`src/rtl/mult_seq.sv`:
```
// mult_seq -- sequential fixed-point lane multiplier.
//
// One transaction carries M signed lanes of x (activations) and w (weights),
// each N bits in Q(INTBITS).(FRACBITS). A single shared multiplier processes
// one lane per clock. Lane results are the full 2N-bit product shifted right
// arithmetically by FRACBITS and reduced back to N bits. The result vector is
// held until the downstream stage consumes it.
//
// Build option:
//   MULT_SAT_EN  defined   -> overflowing lanes saturate to the N-bit limits
//                undefined -> overflowing lanes keep their low N bits (wrap)
//   ovf is raised for any overflowing lane in either build.
//
// Ports:
//   clk        rising-edge clock
//   rst        asynchronous active-high reset
//   in_valid   x_vec/w_vec carry a transaction
//   in_ready   block is idle and will accept a transaction
//   x_vec      activations, lane i at [N*(i+1)-1 : N*i]
//   w_vec      weights, same packing
//   out_valid  prod_vec/ovf hold a complete result
//   out_ready  downstream consumes the result
//   prod_vec   lane products, same packing
//   ovf        at least one lane overflowed in this transaction

module mult_seq #(
  parameter int M        = 8,
  parameter int N        = 32,
  parameter int INTBITS  = 12,
  parameter int FRACBITS = 20
) (
  input  logic           clk,
  input  logic           rst,
  input  logic           in_valid,
  output logic           in_ready,
  input  logic [N*M-1:0] x_vec,
  input  logic [N*M-1:0] w_vec,
  output logic           out_valid,
  input  logic           out_ready,
  output logic [N*M-1:0] prod_vec,
  output logic           ovf
);

  // A lane counter needs at least one bit even when M == 1.
  localparam int IDXW = (M > 1) ? $clog2(M) : 1;
  localparam logic [IDXW-1:0] LAST_IDX = IDXW'(M - 1);

  // Binary point position; falls back to N-INTBITS if the two disagree.
  localparam int SHIFT = (INTBITS + FRACBITS == N) ? FRACBITS : (N - INTBITS);

  typedef enum logic [1:0] {
    IDLE,
    RUN,
    HOLD
  } state_t;

  state_t          state_q, state_d;
  logic [IDXW-1:0] idx_q, idx_d;
  logic [N*M-1:0]  x_q, x_d;
  logic [N*M-1:0]  w_q, w_d;
  logic [N*M-1:0]  prod_q, prod_d;
  logic            ovf_q, ovf_d;
  logic            in_ready_q, in_ready_d;
  logic            out_valid_q, out_valid_d;

  // Shared lane datapath
  logic signed [N-1:0]   x_lane;
  logic signed [N-1:0]   w_lane;
  logic signed [2*N-1:0] full_prod;
  logic signed [2*N-1:0] shifted;
  logic [N:0]            top_bits;
  logic                  lane_ovf;
  logic [N-1:0]          lane_res;

  always_comb begin
    x_lane    = x_q[int'(idx_q)*N +: N];
    w_lane    = w_q[int'(idx_q)*N +: N];
    full_prod = x_lane * w_lane;
    shifted   = full_prod >>> SHIFT;
    // The shifted value fits in N signed bits only if every bit from N-1
    // upward is a copy of the sign.
    top_bits  = shifted[2*N-1:N-1];
    lane_ovf  = !((&top_bits) || !(|top_bits));
`ifdef MULT_SAT_EN
    if (lane_ovf) begin
      lane_res = shifted[2*N-1] ? {1'b1, {(N-1){1'b0}}} : {1'b0, {(N-1){1'b1}}};
    end else begin
      lane_res = shifted[N-1:0];
    end
`else
    lane_res = shifted[N-1:0];
`endif
  end

  // Next-state logic
  always_comb begin
    state_d = state_q;
    idx_d   = idx_q;
    x_d     = x_q;
    w_d     = w_q;
    prod_d  = prod_q;
    ovf_d   = ovf_q;

    unique case (state_q)
      IDLE: begin
        if (in_valid) begin
          x_d     = x_vec;
          w_d     = w_vec;
          prod_d  = '0;
          ovf_d   = 1'b0;
          idx_d   = '0;
          state_d = RUN;
        end
      end
      RUN: begin
        prod_d[int'(idx_q)*N +: N] = lane_res;
        ovf_d                      = ovf_q | lane_ovf;
        if (idx_q == LAST_IDX) begin
          idx_d   = '0;
          state_d = HOLD;
        end else begin
          idx_d = idx_q + 1'b1;
        end
      end
      HOLD: begin
        if (out_ready) begin
          state_d = IDLE;
        end
      end
      default: begin
        state_d = IDLE;
      end
    endcase

    // Handshake flags are registered copies of the next state.
    in_ready_d  = (state_d == IDLE);
    out_valid_d = (state_d == HOLD);
  end

  always_ff @(posedge clk or posedge rst) begin
    if (rst) begin
      state_q     <= IDLE;
      idx_q       <= '0;
      x_q         <= '0;
      w_q         <= '0;
      prod_q      <= '0;
      ovf_q       <= 1'b0;
      in_ready_q  <= 1'b1;
      out_valid_q <= 1'b0;
    end else begin
      state_q     <= state_d;
      idx_q       <= idx_d;
      x_q         <= x_d;
      w_q         <= w_d;
      prod_q      <= prod_d;
      ovf_q       <= ovf_d;
      in_ready_q  <= in_ready_d;
      out_valid_q <= out_valid_d;
    end
  end

  assign in_ready  = in_ready_q;
  assign out_valid = out_valid_q;
  assign prod_vec  = prod_q;
  assign ovf       = ovf_q;

endmodule

```
`config.mk`:
```
export PLATFORM = sky130hd
export DESIGN_NAME = mult_seq
export DESIGN_NICKNAME = d
export VERILOG_FILES = /design/src/rtl/mult_seq.sv
export SDC_FILE = /design/constraint.sdc
export NUM_CORES = 2
export LEC_CHECK = 0
export CAP_MARGIN = 0
export CORE_UTILIZATION = 40
export CTS_BUF_LIST = sky130_fd_sc_hd__clkbuf_2
export CTS_CLUSTER_SIZE = 8
export DETAILED_ROUTE_END_ITERATION = 6
export HOLD_SLACK_MARGIN = 0.1
export PLACE_DENSITY_LB_ADDON = 0.08
export SYNTH_ARGS = -nofsm -noshare
export SYNTH_HDL_FRONTEND = slang
export SYNTH_SLANG_ARGS = --single-unit
```
`constraint.sdc`:
```
create_clock -name clk -period 35.9 [get_ports clk]
set_clock_uncertainty 0.1 [all_clocks]
set_input_delay 10.77 -clock clk [delete_from_list [all_inputs] [get_ports clk]]
set_output_delay 10.77 -clock clk [all_outputs]
set_load 0.01 [all_outputs]
```
Word-level counts from Yosys, hierarchy flattened
Cells that the tools add are included.
{"block": "op_classes", "n_bitwise": 1, "mux": 12, "shift": 4, "mul": 1, "eq_ne": 5, "n_reduce_logical": 10, "n_lt_le_gt_ge": 0, "div": 0, "add_sub_neg": 2}
{"cell": "$pmux W256 S2", "n": 1}
{"cell": "$shiftx A256 B9 Y32", "n": 2}
{"cell": "$bwmux W256", "n": 1}
{"cell": "$mux W256", "n": 1}
{"cell": "$shift A32 B33 Y256 const A", "n": 1}
{"cell": "$shiftx A32 B33 Y256", "n": 1}
{"cell": "$mul A32 B32 Y64", "n": 1}
{"cell": "$neg A8 Y33", "n": 1}
{"cell": "$reduce_and A13 Y1", "n": 1}
{"cell": "$reduce_or A13 Y1", "n": 1}
{"cell": "$mux W2", "n": 3}
{"cell": "$mux W3", "n": 2}
{"cell": "$pmux W2 S3", "n": 1}
{"cell": "$pmux W3 S2", "n": 1}
{"cell": "$eq A2 B2 Y1 const B", "n": 2}
{"cell": "$logic_not A2 Y1", "n": 2}
{"cell": "$reduce_and A2 Y1", "n": 2}
{"cell": "$add A3 B1 Y3 const B", "n": 1}
{"cell": "$eq A3 B3 Y1 const B", "n": 1}
{"cell": "$eq A2 B1 Y1 const B", "n": 1}
{"cell": "$logic_not A1 Y1", "n": 2}
{"cell": "$ne A2 B2 Y1 const B", "n": 1}
{"cell": "$pmux W1 S2", "n": 1}
{"cell": "$reduce_bool A2 Y1", "n": 1}
{"cell": "3 further kinds", "n": 3}
{"block": "totals", "rom_bits": 0, "out_inout_bits": 259, "regBits": 776, "latchBits": 0, "ramBits": 0, "wordCells": 43, "mem_count": 0}

Longest topological paths before layout
{"block": "logic_depth", "ltp_word": 8, "ltp_mapped": 39, "depth_no_buf": 31}

Worst setup path before layout
OpenSTA, ideal clock, no wires.
{"block": "synth_timing", "kind": "in2reg", "startpoint": "in in_valid", "endpoint": "reg w_q[25]", "stages": 7, "n_path_buf": 4, "setup_time_ps": 65, "t_arrival_ps": 11987, "setup_slack_ps": 23748, "t_required_ps": 35735, "cell_sequence": "and2_1 > clkbuf_1 > clkbuf_1 > clkbuf_1 > clkbuf_1 > nand2_1 > nand2_1"}
{"block": "synth_via", "elab_chain_len": 1}
{"element": "from (decl)", "line": "34", "text": "input logic in_valid,"}
{"element": "$reduce_and A2 Y1 (no source line)"}
{"element": "to (signal assigned)", "line": "154", "text": "w_q <= w_d;"}
{"element": "to (decl)", "line": "60", "text": "logic [N*M-1:0] w_q, w_d;"}
Every way passes these cells.
A chain may end at the register's enable or synchronous reset.

Worst setup path in the final report
{"block": "layout_timing", "startpoint": "in in_valid", "endpoint": "reg w_q[217]"}
The elaborated chain is that of the path after synthesis.

==> flow_metrics.py <==
metrics = {
    "timing": {
        "final-setup-viol-count": 0,
        "drv_slew": 0,
        "period_minus_slack_ns": 15.36,
        "slew_headroom": 0.213,
        "grt_setup_unrepaired": "false",
        "tightest_slew_ns": 1.18,
        "fmax_mhz": 65.1,
        "hold_viol_final": 0,
        "final.period_utilization": 0.428,
        "setup-tns-final_ns": 0,
        "whs_ns": 0.375,
    },
    "floorplanning": {
        "num_io_pins": 775,
        "die_x_um": 414,
        "start_util": 0.405,
        "core_um2": 168000,
        "dieArea_um2": 171000,
        "num_rows": 150,
        "die_y_um": 414,
    },
    "finish": {
        "final_cell_area_um2": 80000,
        "nets": 9707,
        "final_cell_mix": "nand2_1 (2,303), fa_1 (1,081), inv_1 (944)",
        "n_fill_cell": 16400,
        "area_delta_synth_final_pct": 17.7,
        "final_common_cell": "nand2_1",
        "postLayoutCoreUtil": 0.477,
        "drive_gt1_frac": 0.0863,
    },
    "status": {
        "status": "finished, final reports clean",
    },
    "detailed_routing": {
        "wl_um": 264000,
        "drtPass1Iterations": 6,
        "num_vias": 54500,
        "antenna_left": 0,
        "drtIter0Drc": 4857,
        "drc": 0,
        "wl_per_cell_um": 25.7,
        "viasPerCell": 5.29,
    },
    "setup_path": {
        "cp-end-kind": "register",
        "r2r_start": "idx_q[1]",
        "critPathMaxFanout": 106,
        "cp.arrival_ns": 16.67,
        "crit_type": "in -> reg",
        "critPathLaunchType": "input port",
        "cp.required_ns": 37.22,
        "r2r_cells": 33,
        "startpoint": "in_valid",
    },
    "yosys": {
        "ys_top_cells_by_area": "fa_1 (32%), dfrtp_1 (29%), nand2_1 (13%), inv_1 (5.2%), mux4_2 (4.2%)",
        "syn_inst": 7232,
        "synth_ff_type": "dfrtp_1",
        "synth.yosys.seq_area_share": 0.286,
        "synth_top_area_cell": "fa_1",
        "ys_warn_count": 0,
        "synth_nets": 9016,
        "yosys_register_bits": 776,
        "syn_avg_cell_area_um2": 9.39,
        "yosysTopAreaCellShare": 0.319,
        "ys_types": 76,
        "syn_area_um2": 67900,
        "synth-edff-count": 0,
        "ys_async_sr_fraction": 1.00,
    },
    "grt": {
        "grt_start_max_net_pins": 121,
        "grt_pass1_wl_um": 389000,
        "grt-ovfl-total": 0,
        "track_usage": 0.310,
        "grtUsageMet2": 0.505,
        "use_met3": 0.0625,
        "grt_pass1_vias": 57500,
        "busiest_layer": "met2",
        "antenna_found_initial": 16,
        "grt_use_met1": 0.407,
    },
    "cts": {
        "clockBufferDepth": 3,
        "cts_tree": "yes",
        "cts-root-buf": "clkbuf_2",
        "cts_setup_buffers": 0,
        "holdBufCountCts": 0,
        "clk_latency_ns": 1.59,
        "cts-resized-gates": 0,
        "h-tree-depth": 4,
        "cts_buffers": 208,
        "clk_pin_slew_ns": 0.10,
        "numClockSinks": 776,
    },
    "placed_design": {
        "post-dp-hpwl_um": 202000,
        "io_buffers": 774,
        "place_area_um2": 78100,
        "gp_congestion": 0.939,
    },
    "flow_run": {
        "maxCapViolations": 0,
    },
    "hold_path": {
        "hold_start": "w_q[203]",
        "whs_path_depth": 2,
        "hold_path.class": "reg -> reg",
    },
}
[path summary, 6_finish.rpt]
| kind | slack (ns) | end |
|---|---|---|
| max reg2reg | 22.76 | ovf |
| min reg2reg | 0.37 | w_q[203] |
| max | 20.54 | w_q[217] |
| max in group asynchronous | 22.57 | w_q[220] |
| min in group asynchronous | 9.63 | x_q[108] |
| min | 0.37 | w_q[203] |
[final cells by class]
cell class / instances / area [um2] / share of cell area
inverters: 947 / 3560 / 0.0446
clock buffers: 307 / 1540 / 0.0192
repair buffers: 903 / 8730 / 0.109
flip-flops and latches: 776 / 19400 / 0.243
well taps: 2204 / 2760 / 0.0345
multi-input cells: 5087 / 43600 / 0.545
clock inverters: 54 / 332 / 0.00415
diodes: 11 / 27.5 / 0.000344
[state kept, by name, indices dropped and copies added (netlist names)]
| signal | flops |
|---|---|
| state_q | 2 |
| prod_vec | 256 |
| w_q | 256 |
| idx_q | 3 |
| x_q | 256 |
| in_ready | 1 |
| out_valid | 1 |
| ovf | 1 |
[critical path, stage by stage]
cell             delay (ns)
clkdlybuf4s50_1        0.55
and2_4                 0.72
buf_4                  0.89
buf_4                  0.78
buf_4                  0.81
buf_4                  0.73
buf_4                  0.93
nand2_1                0.14
nand2_1                0.09
[routing by layer]
metal  vias to the layer above  wire (um)
met4                        10      11000
li1                      23500          -
met1                     28000     106000
met3                       468      20500
met2                      2467     126000
met5                         -         73
[through the flow]
| step | setup WS, ns | cells |
|---|---|---|
| final | 20.54 | 10300 |
| after global placement | 19.16 | 9917 |
| after global routing | 20.21 | 10300 |
| after detailed placement | 19.13 | 9917 |
| after floorplan | 3.25 | 7232 |
| after CTS | 20.88 | 10300 |
[synthesized netlist by cell type, types with 4 or more instances]
cell / count
nand2_1: 2304
fa_1: 1081
inv_1: 945
dfrtp_1: 775
nor2_1: 616
clkbuf_1: 364
ha_1: 187
a22o_1: 164
mux4_2: 128
a21oi_1: 80
o21ai_0: 77
nand3_1: 75
and2_1: 51
or2_2: 48
a21o_1: 37
xnor2_1: 34
buf_2: 32
nand4_1: 25
buf_1: 21
xor2_1: 21
o21bai_1: 14
nor3_1: 12
mux2i_1: 9
nor4_1: 9
o211ai_1: 9
and3_1: 8
o21ai_1: 8
a31oi_1: 7
a211oi_1: 6
a221oi_1: 5
o21a_1: 5
a221o_1: 4
mux2i_4: 4
nor2b_1: 4
or3_1: 4
[kinds of logic (layout without fill, tap and decap cells)]
logic type	after synthesis	count (layout)	share of synthesized area
simple gates	3175	3175	0.184
buf+inv	1369	2211	0.0767
fa+ha+maj	1268	1268	0.353
flops	776	776	0.286
compound gates	444	444	0.0471
mux	142	142	0.0453
xor+xnor	58	58	0.00781
other cells	0	11	0
Power is not shown: default switching activity piles up to over one toggle a cycle in this logic, so the estimate is an artifact.
